[config.mk]
export PLATFORM = sky130hd
export DESIGN_NAME = id_imm_stage
export DESIGN_NICKNAME = d
export VERILOG_FILES = /design/src/rtl/id_imm_stage.sv
export SDC_FILE = /design/constraint.sdc
export NUM_CORES = 1
export LEC_CHECK = 0
export CORE_ASPECT_RATIO = 0.6
export CORE_MARGIN = 2
export CORE_UTILIZATION = 50
export DETAILED_ROUTE_END_ITERATION = 7
export GPL_TIMING_DRIVEN = 0
export HOLD_SLACK_MARGIN = 0.1
export PLACE_DENSITY = 0.87
export SLEW_MARGIN = 20
export SYNTH_ARGS = -nofsm -noshare
export SYNTH_HDL_FRONTEND = slang
export SYNTH_SLANG_ARGS = --single-unit
export TNS_END_PERCENT = 50
[constraint.sdc]
create_clock -name clk -period 2.25 [get_ports clk]
set_input_delay 0.225 -clock clk [delete_from_list [all_inputs] [get_ports clk]]
set_output_delay 0.225 -clock clk [all_outputs]
set_load 0.005 [all_outputs]
[src/rtl/id_imm_stage.sv]
// IF/ID pipeline stage: registers instruction + PC behind a 2-entry skid buffer and
// pre-slices the immediate fields and EXTOp so downstream sees only registered values.
module id_imm_stage #(
    parameter int unsigned XLEN      = 32,
    parameter logic [31:0] RST_INSTR = 32'h00000013
) (
    input  logic            clk,
    input  logic            rstn,
    input  logic            flush,
    input  logic            in_valid,
    output logic            in_ready,
    input  logic [31:0]     in_instr,
    input  logic [XLEN-1:0] in_pc,
    output logic            out_valid,
    input  logic            out_ready,
    output logic [31:0]     out_instr,
    output logic [XLEN-1:0] out_pc,
    output logic [4:0]      iimm_shamt,
    output logic [11:0]     iimm,
    output logic [11:0]     simm,
    output logic [11:0]     bimm,
    output logic [19:0]     uimm,
    output logic [19:0]     jimm,
    output logic [5:0]      EXTOp
);

    localparam logic [5:0] EXT_CTRL_ITYPE_SHAMT = 6'b100000;
    localparam logic [5:0] EXT_CTRL_ITYPE       = 6'b010000;
    localparam logic [5:0] EXT_CTRL_STYPE       = 6'b001000;
    localparam logic [5:0] EXT_CTRL_BTYPE       = 6'b000100;
    localparam logic [5:0] EXT_CTRL_UTYPE       = 6'b000010;
    localparam logic [5:0] EXT_CTRL_JTYPE       = 6'b000001;

    function automatic logic [5:0] ext_decode(input logic [31:0] instr);
        logic [5:0] ext;
        ext = 6'b000000;
        unique case (instr[6:0])
            7'b0010011: begin
                if (instr[14:12] == 3'b001 || instr[14:12] == 3'b101) begin
                    ext = EXT_CTRL_ITYPE_SHAMT;
                end else begin
                    ext = EXT_CTRL_ITYPE;
                end
            end
            7'b0000011, 7'b1100111: ext = EXT_CTRL_ITYPE;
            7'b0100011:             ext = EXT_CTRL_STYPE;
            7'b1100011:             ext = EXT_CTRL_BTYPE;
            7'b0110111, 7'b0010111: ext = EXT_CTRL_UTYPE;
            7'b1101111:             ext = EXT_CTRL_JTYPE;
            default:                ext = 6'b000000;
        endcase
        return ext;
    endfunction

    logic            main_v_q, main_v_d;
    logic            skid_v_q, skid_v_d;
    logic            in_ready_q;
    logic [31:0]     skid_instr_q;
    logic [XLEN-1:0] skid_pc_q;
    logic [31:0]     main_instr_q;
    logic [XLEN-1:0] main_pc_q;
    logic [5:0]      extop_q;

    logic            accept, main_free, load_main, load_skid, data_en;
    logic [31:0]     src_instr, new_instr;
    logic [XLEN-1:0] src_pc, new_pc;
    logic [5:0]      new_ext;

    always_comb begin
        accept    = in_valid & in_ready_q;
        main_free = !main_v_q | out_ready;
        main_v_d  = main_v_q;
        skid_v_d  = skid_v_q;
        load_main = 1'b0;
        load_skid = 1'b0;
        if (flush) begin
            main_v_d = 1'b0;
            skid_v_d = 1'b0;
        end else if (main_free) begin
            // A full skid always refills main first to keep order.
            main_v_d  = skid_v_q | accept;
            load_main = skid_v_q | accept;
            skid_v_d  = skid_v_q & accept;
            load_skid = skid_v_q & accept;
        end else begin
            skid_v_d  = skid_v_q | accept;
            load_skid = accept;
        end

        src_instr = skid_v_q ? skid_instr_q : in_instr;
        src_pc    = skid_v_q ? skid_pc_q : in_pc;
        data_en   = flush | load_main;
        new_instr = flush ? RST_INSTR : src_instr;
        new_pc    = flush ? '0 : src_pc;
        new_ext   = flush ? 6'b000000 : ext_decode(src_instr);
    end

    always_ff @(posedge clk or negedge rstn) begin
        if (!rstn) begin
            main_v_q   <= 1'b0;
            skid_v_q   <= 1'b0;
            in_ready_q <= 1'b0;
        end else begin
            main_v_q   <= main_v_d;
            skid_v_q   <= skid_v_d;
            in_ready_q <= !skid_v_d;
        end
    end

    always_ff @(posedge clk or negedge rstn) begin
        if (!rstn) begin
            skid_instr_q <= RST_INSTR;
            skid_pc_q    <= '0;
        end else if (load_skid) begin
            skid_instr_q <= in_instr;
            skid_pc_q    <= in_pc;
        end
    end

    // Fields are sliced from the next-state instruction so they are true register outputs.
    always_ff @(posedge clk or negedge rstn) begin
        if (!rstn) begin
            main_instr_q <= RST_INSTR;
            main_pc_q    <= '0;
            extop_q      <= 6'b000000;
            iimm_shamt   <= RST_INSTR[24:20];
            iimm         <= RST_INSTR[31:20];
            simm         <= {RST_INSTR[31:25], RST_INSTR[11:7]};
            bimm         <= {RST_INSTR[31], RST_INSTR[7], RST_INSTR[30:25], RST_INSTR[11:8]};
            uimm         <= RST_INSTR[31:12];
            jimm         <= {RST_INSTR[31], RST_INSTR[19:12], RST_INSTR[20], RST_INSTR[30:21]};
        end else if (data_en) begin
            main_instr_q <= new_instr;
            main_pc_q    <= new_pc;
            extop_q      <= new_ext;
            iimm_shamt   <= new_instr[24:20];
            iimm         <= new_instr[31:20];
            simm         <= {new_instr[31:25], new_instr[11:7]};
            bimm         <= {new_instr[31], new_instr[7], new_instr[30:25], new_instr[11:8]};
            uimm         <= new_instr[31:12];
            jimm         <= {new_instr[31], new_instr[19:12], new_instr[20], new_instr[30:21]};
        end
    end

    assign in_ready  = in_ready_q;
    assign out_valid = main_v_q;
    assign out_instr = main_instr_q;
    assign out_pc    = main_pc_q;
    assign EXTOp     = extop_q;

endmodule

==> results of run 1 <==
[power by group through the flow]
| stage | sequential (W) | combinational (W) | clock [W] |
|---|---|---|---|
| global route | 0.00332 | 0.00175 | 0.00314 |
| CTS | 0.00326 | 0.00164 | 0.00302 |
| global placement | 0.00325 | 0.00156 | 0 |
| detailed placement | 0.00329 | 0.00163 | 0 |
| floorplan | 0.00320 | 0.000879 | 0 |
| finish | 0.00327 | 0.00163 | 0.00299 |
[sequential cells by signal, indices dropped and copies added, names as in the netlist]
name	count
out_pc	32
skid_instr_q	32
skid_pc_q	32
iimm	8
uimm	8
out_instr	7
EXTOp	6
simm	5
iimm_shamt	4
in_ready	1
out_valid	1
skid_v_q	1
[cells by family after synthesis]
family	Yosys count	synth area share [%]
flip-flops	137	50.9
multiplexers	125	21.8
buffers and inverters	118	12.6
AND/OR/NAND/NOR	97	6.45
AO/OA/AOI/OAI	88	8.21
[stage by stage]
step	setup WS, ps	cell area, sq um	utilization, %	TNS [ps]	total power [W]
after floorplan	754	6750	-	0	0.00408
after global placement	-4250	9160	70.4	-570930	0.00481
after detailed placement	172	9200	70.7	0	0.00492
after CTS	429	9840	75.6	0	0.00792
after global routing	270	9840	75.6	0	0.00821
final	386	9840	75.6	0	0.00788
[cell usage after synthesis (2+ instances only)]
library cell | n | area share, %
dfstp_2 | 6 | 2.3
a32o_1 | 2 | 0.30
buf_2 | 13 | 0.96
o21ai_0 | 18 | 1.3
dfrtp_1 | 131 | 49
inv_1 | 4 | 0.22
nand2_1 | 69 | 3.8
a21oi_1 | 4 | 0.30
mux2i_1 | 62 | 9.2
buf_4 | 86 | 9.6
mux2_2 | 26 | 4.3
nand3_1 | 5 | 0.37
o32ai_1 | 2 | 0.26
nor3_1 | 2 | 0.15
a32oi_1 | 2 | 0.26
nand4b_1 | 2 | 0.26
o21ai_1 | 36 | 2.7
mux2_4 | 37 | 8.2
buf_6 | 9 | 1.5
o31ai_1 | 13 | 1.4
nor2b_1 | 2 | 0.19
o21a_1 | 3 | 0.33
clkbuf_1 | 4 | 0.22
or3_1 | 3 | 0.28
nor2_1 | 7 | 0.39
[path summary, 6_finish.rpt]
check / from / end / slack, ps / cells after the start
max reg2reg: out_valid / EXTOp[4] / 390 / 4
max: out_valid / EXTOp[4] / 390 / 4
min reg2reg: out_instr[2] / out_instr[2] / 480 / 1
min in group asynchronous: rstn / skid_pc_q[9] / 260 / 2
min: flush / uimm[2] / 140 / 2
max in group asynchronous: rstn / skid_instr_q[4] / 1180 / 3
[critical path: stages, from the launching register on]
cell and delay [ps]:
dfrtp_1 390, nor2b_4 160, nor3_1 750, nand2_1 260, o211ai_2 230
[area by class of cell]
| class | count | area, sq um | share of cell area, % |
|---|---|---|---|
| flip-flops and latches | 137 | 3440 | 34.9 |
| well taps | 170 | 213 | 2.16 |
| clock inverters | 13 | 193 | 1.96 |
| multi-input cells | 310 | 2460 | 25.0 |
| clock buffers | 19 | 443 | 4.50 |
| repair buffers | 222 | 2240 | 22.8 |
| plain buffers | 113 | 835 | 8.48 |
| inverters | 5 | 18.8 | 0.191 |
[per-layer routing]
metal	vias up	track usage, %	wire length [um]	part of all wire (%)
li1	2360	-	-	-
met1	2576	33.0	7750	44
met2	228	41.3	8250	47
met3	28	6.04	1280	7.3
met4	0	7.63	275	1.6
met5	-	0	0	0
[what timing repair did]
action	in CTS	in global routing
endpoints found under the hold margin	44	0
hold buffers	1	0
resized for setup	0	0
==> results.ini, run 1 <==
[run_status]
status = finished clean

[timing]
setup_viol = 0
max_clock_freq_mhz = 537
holdWs_ps = 139
slew_headroom_pct = 37.5
min_period_over_period_pct = 82.8
hold_violations = 0
rsz0062_at_grt = false
fin_skew_ps = 7.54
tightest_slew_ps = 930
drv_slew = 0
finalCriticalPeriod_ps = 1860

[clocking]
clkSlewWorstSetupHoldPaths_ps = 60
clock_path_buffers = 2
ctsRootBufferMaster = clkbuf_16
post-cts-setup-buffers = 0
cts_tree = built
cts_buffers = 17
clkSinkCount = 137
h-tree-depth = 4
clk-insertion-delay-late_ps = 410

[layout]
fill_cells = 843
final_cells = 989
final_common_cell = clkdlybuf4s50_1
diodes = 0
synthToLayoutAreaGrowth_pct = 45.8
nets = 875
drive_gt1_share_pct = 26.7
mostFrequentLayoutCells = clkdlybuf4s50_1 (219), dfrtp_1 (131), buf_4 (86), nand2_1 (69), mux2i_1 (62)

[global_route]
grt_use_total_pct = 25.0
grt_pass1_vias = 5380
grt_pass1_wl_um = 28100
grt_max_degree = 105
antenna_found_initial = 0
gr-total-overflow = 0

[route]
vias_per_cell = 5.25
dr.pass1.iters = 4
drc = 0
vias = 5192
wl_per_cell_um = 17.8
drt_iter0_drc = 305
ant_nets = 0
wl_um = 17600

[critical_path]
startpoint_type = register
worstSetupEndpointType = register
cp_max_fo = 7
cp_data_required_time_ps = 2570
cp.arrival_ps = 2180
worstSetupPathType = reg -> reg

[pwr]
netSwitchingFraction_pct = 24.8
switching_power_w = 0.00196
pwr-share-clk_pct = 37.9
leakagePower_nw = 4.31
ir_drop_mv = 0.681
pwr-share-comb_pct = 20.6
p_per_area_nw_per_um2 = 801
internal-power_w = 0.00593
pwr-share-seq_pct = 41.4

[synth]
syn_area_per_cell_sq_um = 11.9
synth_edf_count = 0
ys_seq_area_share_pct = 50.9
yosysUniqueCellTypes = 42
netlist_area_sq_um = 6750
yosys_warnings = 0
synth_nets = 634
ys_ff_latch = 137
synthArstFlopShare_pct = 100
synthesis.instances = 565
synth_ff_type = dfrtp_1

[die]
start_util_pct = 51.9
rows = 32
ios = 222
core_area_sq_um = 13000
die_height_um = 94.0
die_area_sq_um = 14500
die_x_um = 154

[placement]
hpwl_um = 12800
io_buffers = 220
gp_congestion = 0.869
dpl.cell_count = 956

[worst_hold_path]
holdCritPathClass = in -> reg

[flow_run]
cap_violations = 0

Note: power is estimated with default switching activity, not from simulation.
==> inputs of run 2 (changes only) <==
--- a/config.mk
+++ b/config.mk
@@ -7,11 +7,11 @@
 export LEC_CHECK = 0
 export CORE_ASPECT_RATIO = 0.6
 export CORE_MARGIN = 2
-export CORE_UTILIZATION = 50
+export CORE_UTILIZATION = 42
 export DETAILED_ROUTE_END_ITERATION = 7
 export GPL_TIMING_DRIVEN = 0
 export HOLD_SLACK_MARGIN = 0.1
-export PLACE_DENSITY = 0.87
+export PLACE_DENSITY = 0.78
 export SLEW_MARGIN = 20
 export SYNTH_ARGS = -nofsm -noshare
 export SYNTH_HDL_FRONTEND = slang
==> constraint.sdc (replaced) <==
create_clock -name clk -period 1.6 [get_ports clk]
set_input_delay 0.16 -clock clk [delete_from_list [all_inputs] [get_ports clk]]
set_output_delay 0.16 -clock clk [all_outputs]
set_load 0.005 [all_outputs]
==> run 2 against run 1 <==
Combinational power is 42% higher. First-iteration DRC count is 9.2% higher. Critical path type unchanged. Wire length is 5.7% higher. Highest routed layer unchanged. Final cell count is 5.0% higher. Worst setup slack worse by 380 ps. Worst hold slack better by 200 ps. Total power is 38% higher. Cell area is 2.1% higher. Global-route usage is 2.9 points lower. Clock skew is 3.7 ps higher. Clock power is 31% higher. Via count is 0.79% higher.
==> results.ini, run 2 (same netlist as run 1, synthesis figures left out) <==
[run_status]
status = finished clean

[route]
ant_nets = 0
wl_per_cell_um = 17.9
vias = 5233
wl_um = 18600
drc = 0
drt_iter0_drc = 333
dr.pass1.iters = 5
vias_per_cell = 5.04

[placement]
gp_congestion = 0.865
hpwl_um = 13300
io_buffers = 220
place_area_sq_um = 9240

[pwr]
pwr-share-comb_pct = 21.4
leakagePower_nw = 4.59
pwr-share-clk_pct = 36.1
total_power_w = 0.0108
pwr-share-seq_pct = 42.5
p_per_area_nw_per_um2 = 1080
internal-power_w = 0.00803
switching_power_w = 0.00281
ir_drop_mv = 0.504
netSwitchingFraction_pct = 26.0

[layout]
nets = 891
finalInstanceArea_sq_um = 10000
synthToLayoutAreaGrowth_pct = 48.9
diodes = 0
fill_cells = 1244
final-seq-area_sq_um = 3450
drive_gt1_share_pct = 37.6
final_common_cell = buf_4
mostFrequentLayoutCells = buf_4 (149), clkdlybuf4s50_1 (142), dfrtp_1 (118), nand2_1 (69), mux2i_1 (61)
multi_input_area_sq_um = 2560

[flow_run]
cap_violations = 0

[critical_path]
worstSetupEndpointType = register
startpoint_type = register
path_cells = nor2b_4 > o2111ai_4 > buf_6 > buf_8 > mux2_4
cp_top_family = flip-flops
timing.rr.end = skid_pc_q[21]
r2r_start = out_valid
reg2reg_setup_slack_ps = 10
cp_max_fo = 10
cp.arrival_ps = 1880
max_stage_delay_ps = 380
cp_data_required_time_ps = 1890
critPathSlowestCell = dfrtp_1
worstSetupPathType = reg -> reg
worst-path-buf-inv = 2
rr_worst_depth = 5

[die]
die_x_um = 168
die_area_sq_um = 17100
core_area_sq_um = 15500
rows = 35
start_util_pct = 43.4
die_height_um = 102
ios = 222

[timing]
setup_viol = 0
min_period_over_period_pct = 99.4
fin_skew_ps = 11.3
max_clock_freq_mhz = 629
slew_headroom_pct = 58.6
tns_ps = 0
hold_violations = 0
drv_slew = 0
tightest_slew_ps = 622
rsz0062_at_grt = true
finalCriticalPeriod_ps = 1590

[global_route]
gr-total-overflow = 0
grt_pass1_wl_um = 29500
grt_use_total_pct = 22.0
antenna_found_initial = 0
grt_pass1_vias = 5551
grt_max_degree = 81

[clocking]
ctsRootBufferMaster = clkbuf_16
cts_buffers = 17
clk-insertion-delay-late_ps = 410
h-tree-depth = 4
cts_tree = built
clkSinkCount = 137
clock_path_buffers = 2
clkSlewWorstSetupHoldPaths_ps = 60

[worst_hold_path]
holdCritPathClass = in -> async

[run 2: power by group through the flow]
stage	logic, W	clock network (W)	registers (W)
after floorplan	0.00124	0	0.00450
after global placement	0.00221	0	0.00457
after detailed placement	0.00229	0	0.00463
after CTS	0.00230	0.00397	0.00459
after global routing	0.00251	0.00414	0.00468
final	0.00232	0.00392	0.00460
[run 2: worst max-delay path by stage]
| stage | start | endpoint | slack (ps) | cells past startpoint |
|---|---|---|---|---|
| after floorplan | out_valid | skid_instr_q[24] | 100 | 5 |
| after global placement | rstn | skid_instr_q[7] | -4920 | 1 |
| after detailed placement | in_valid | iimm[5] | -490 | 7 |
| after CTS | out_valid | skid_instr_q[20] | -5 | 4 |
| after global routing | out_valid | skid_pc_q[21] | -50 | 5 |
| final | out_valid | skid_pc_q[21] | 10 | 5 |
[run 2: area by class of cell]
type	instances	share of cell area (%)
buffer	112	9.34
multi-input combinational	310	25.5
clock inverter	12	1.39
clock buffer	20	4.45
timing repair buffer	239	22.2
inverter	5	0.187
tap	203	2.53
sequential	137	34.4
[run 2: what timing repair did]
action | in CTS | in global routing
endpoints found under the setup margin | 181 | 152
pin swaps | 0 | 4
setup buffers | 12 | 4
resized for setup | 80 | 70
hold buffers | 2 | 0
hold endpoints to repair | 83 | 0
[run 2: stage by stage]
stage          hold slack (ps)  instances  worst slack [ps]  util [%]
6_report                   337       1038              10.0      64.6
5_1_grt                    390       1038             -50.5      64.6
4_1_cts                    354       1034             -4.72      63.7
3_5_place_dp               185        989              -494      59.4
3_3_place_gp               465        988             -4920      59.2
2_1_floorplan             -136        565               104         -
[run 2: metal layers]
layer | wire, um | track usage, % | share of wire [%]
met4 | 168 | 5.69 | 0.91
met3 | 1260 | 6.47 | 6.8
met2 | 9000 | 37.4 | 48
met1 | 8130 | 28.2 | 44
met5 | 0 | 0 | 0
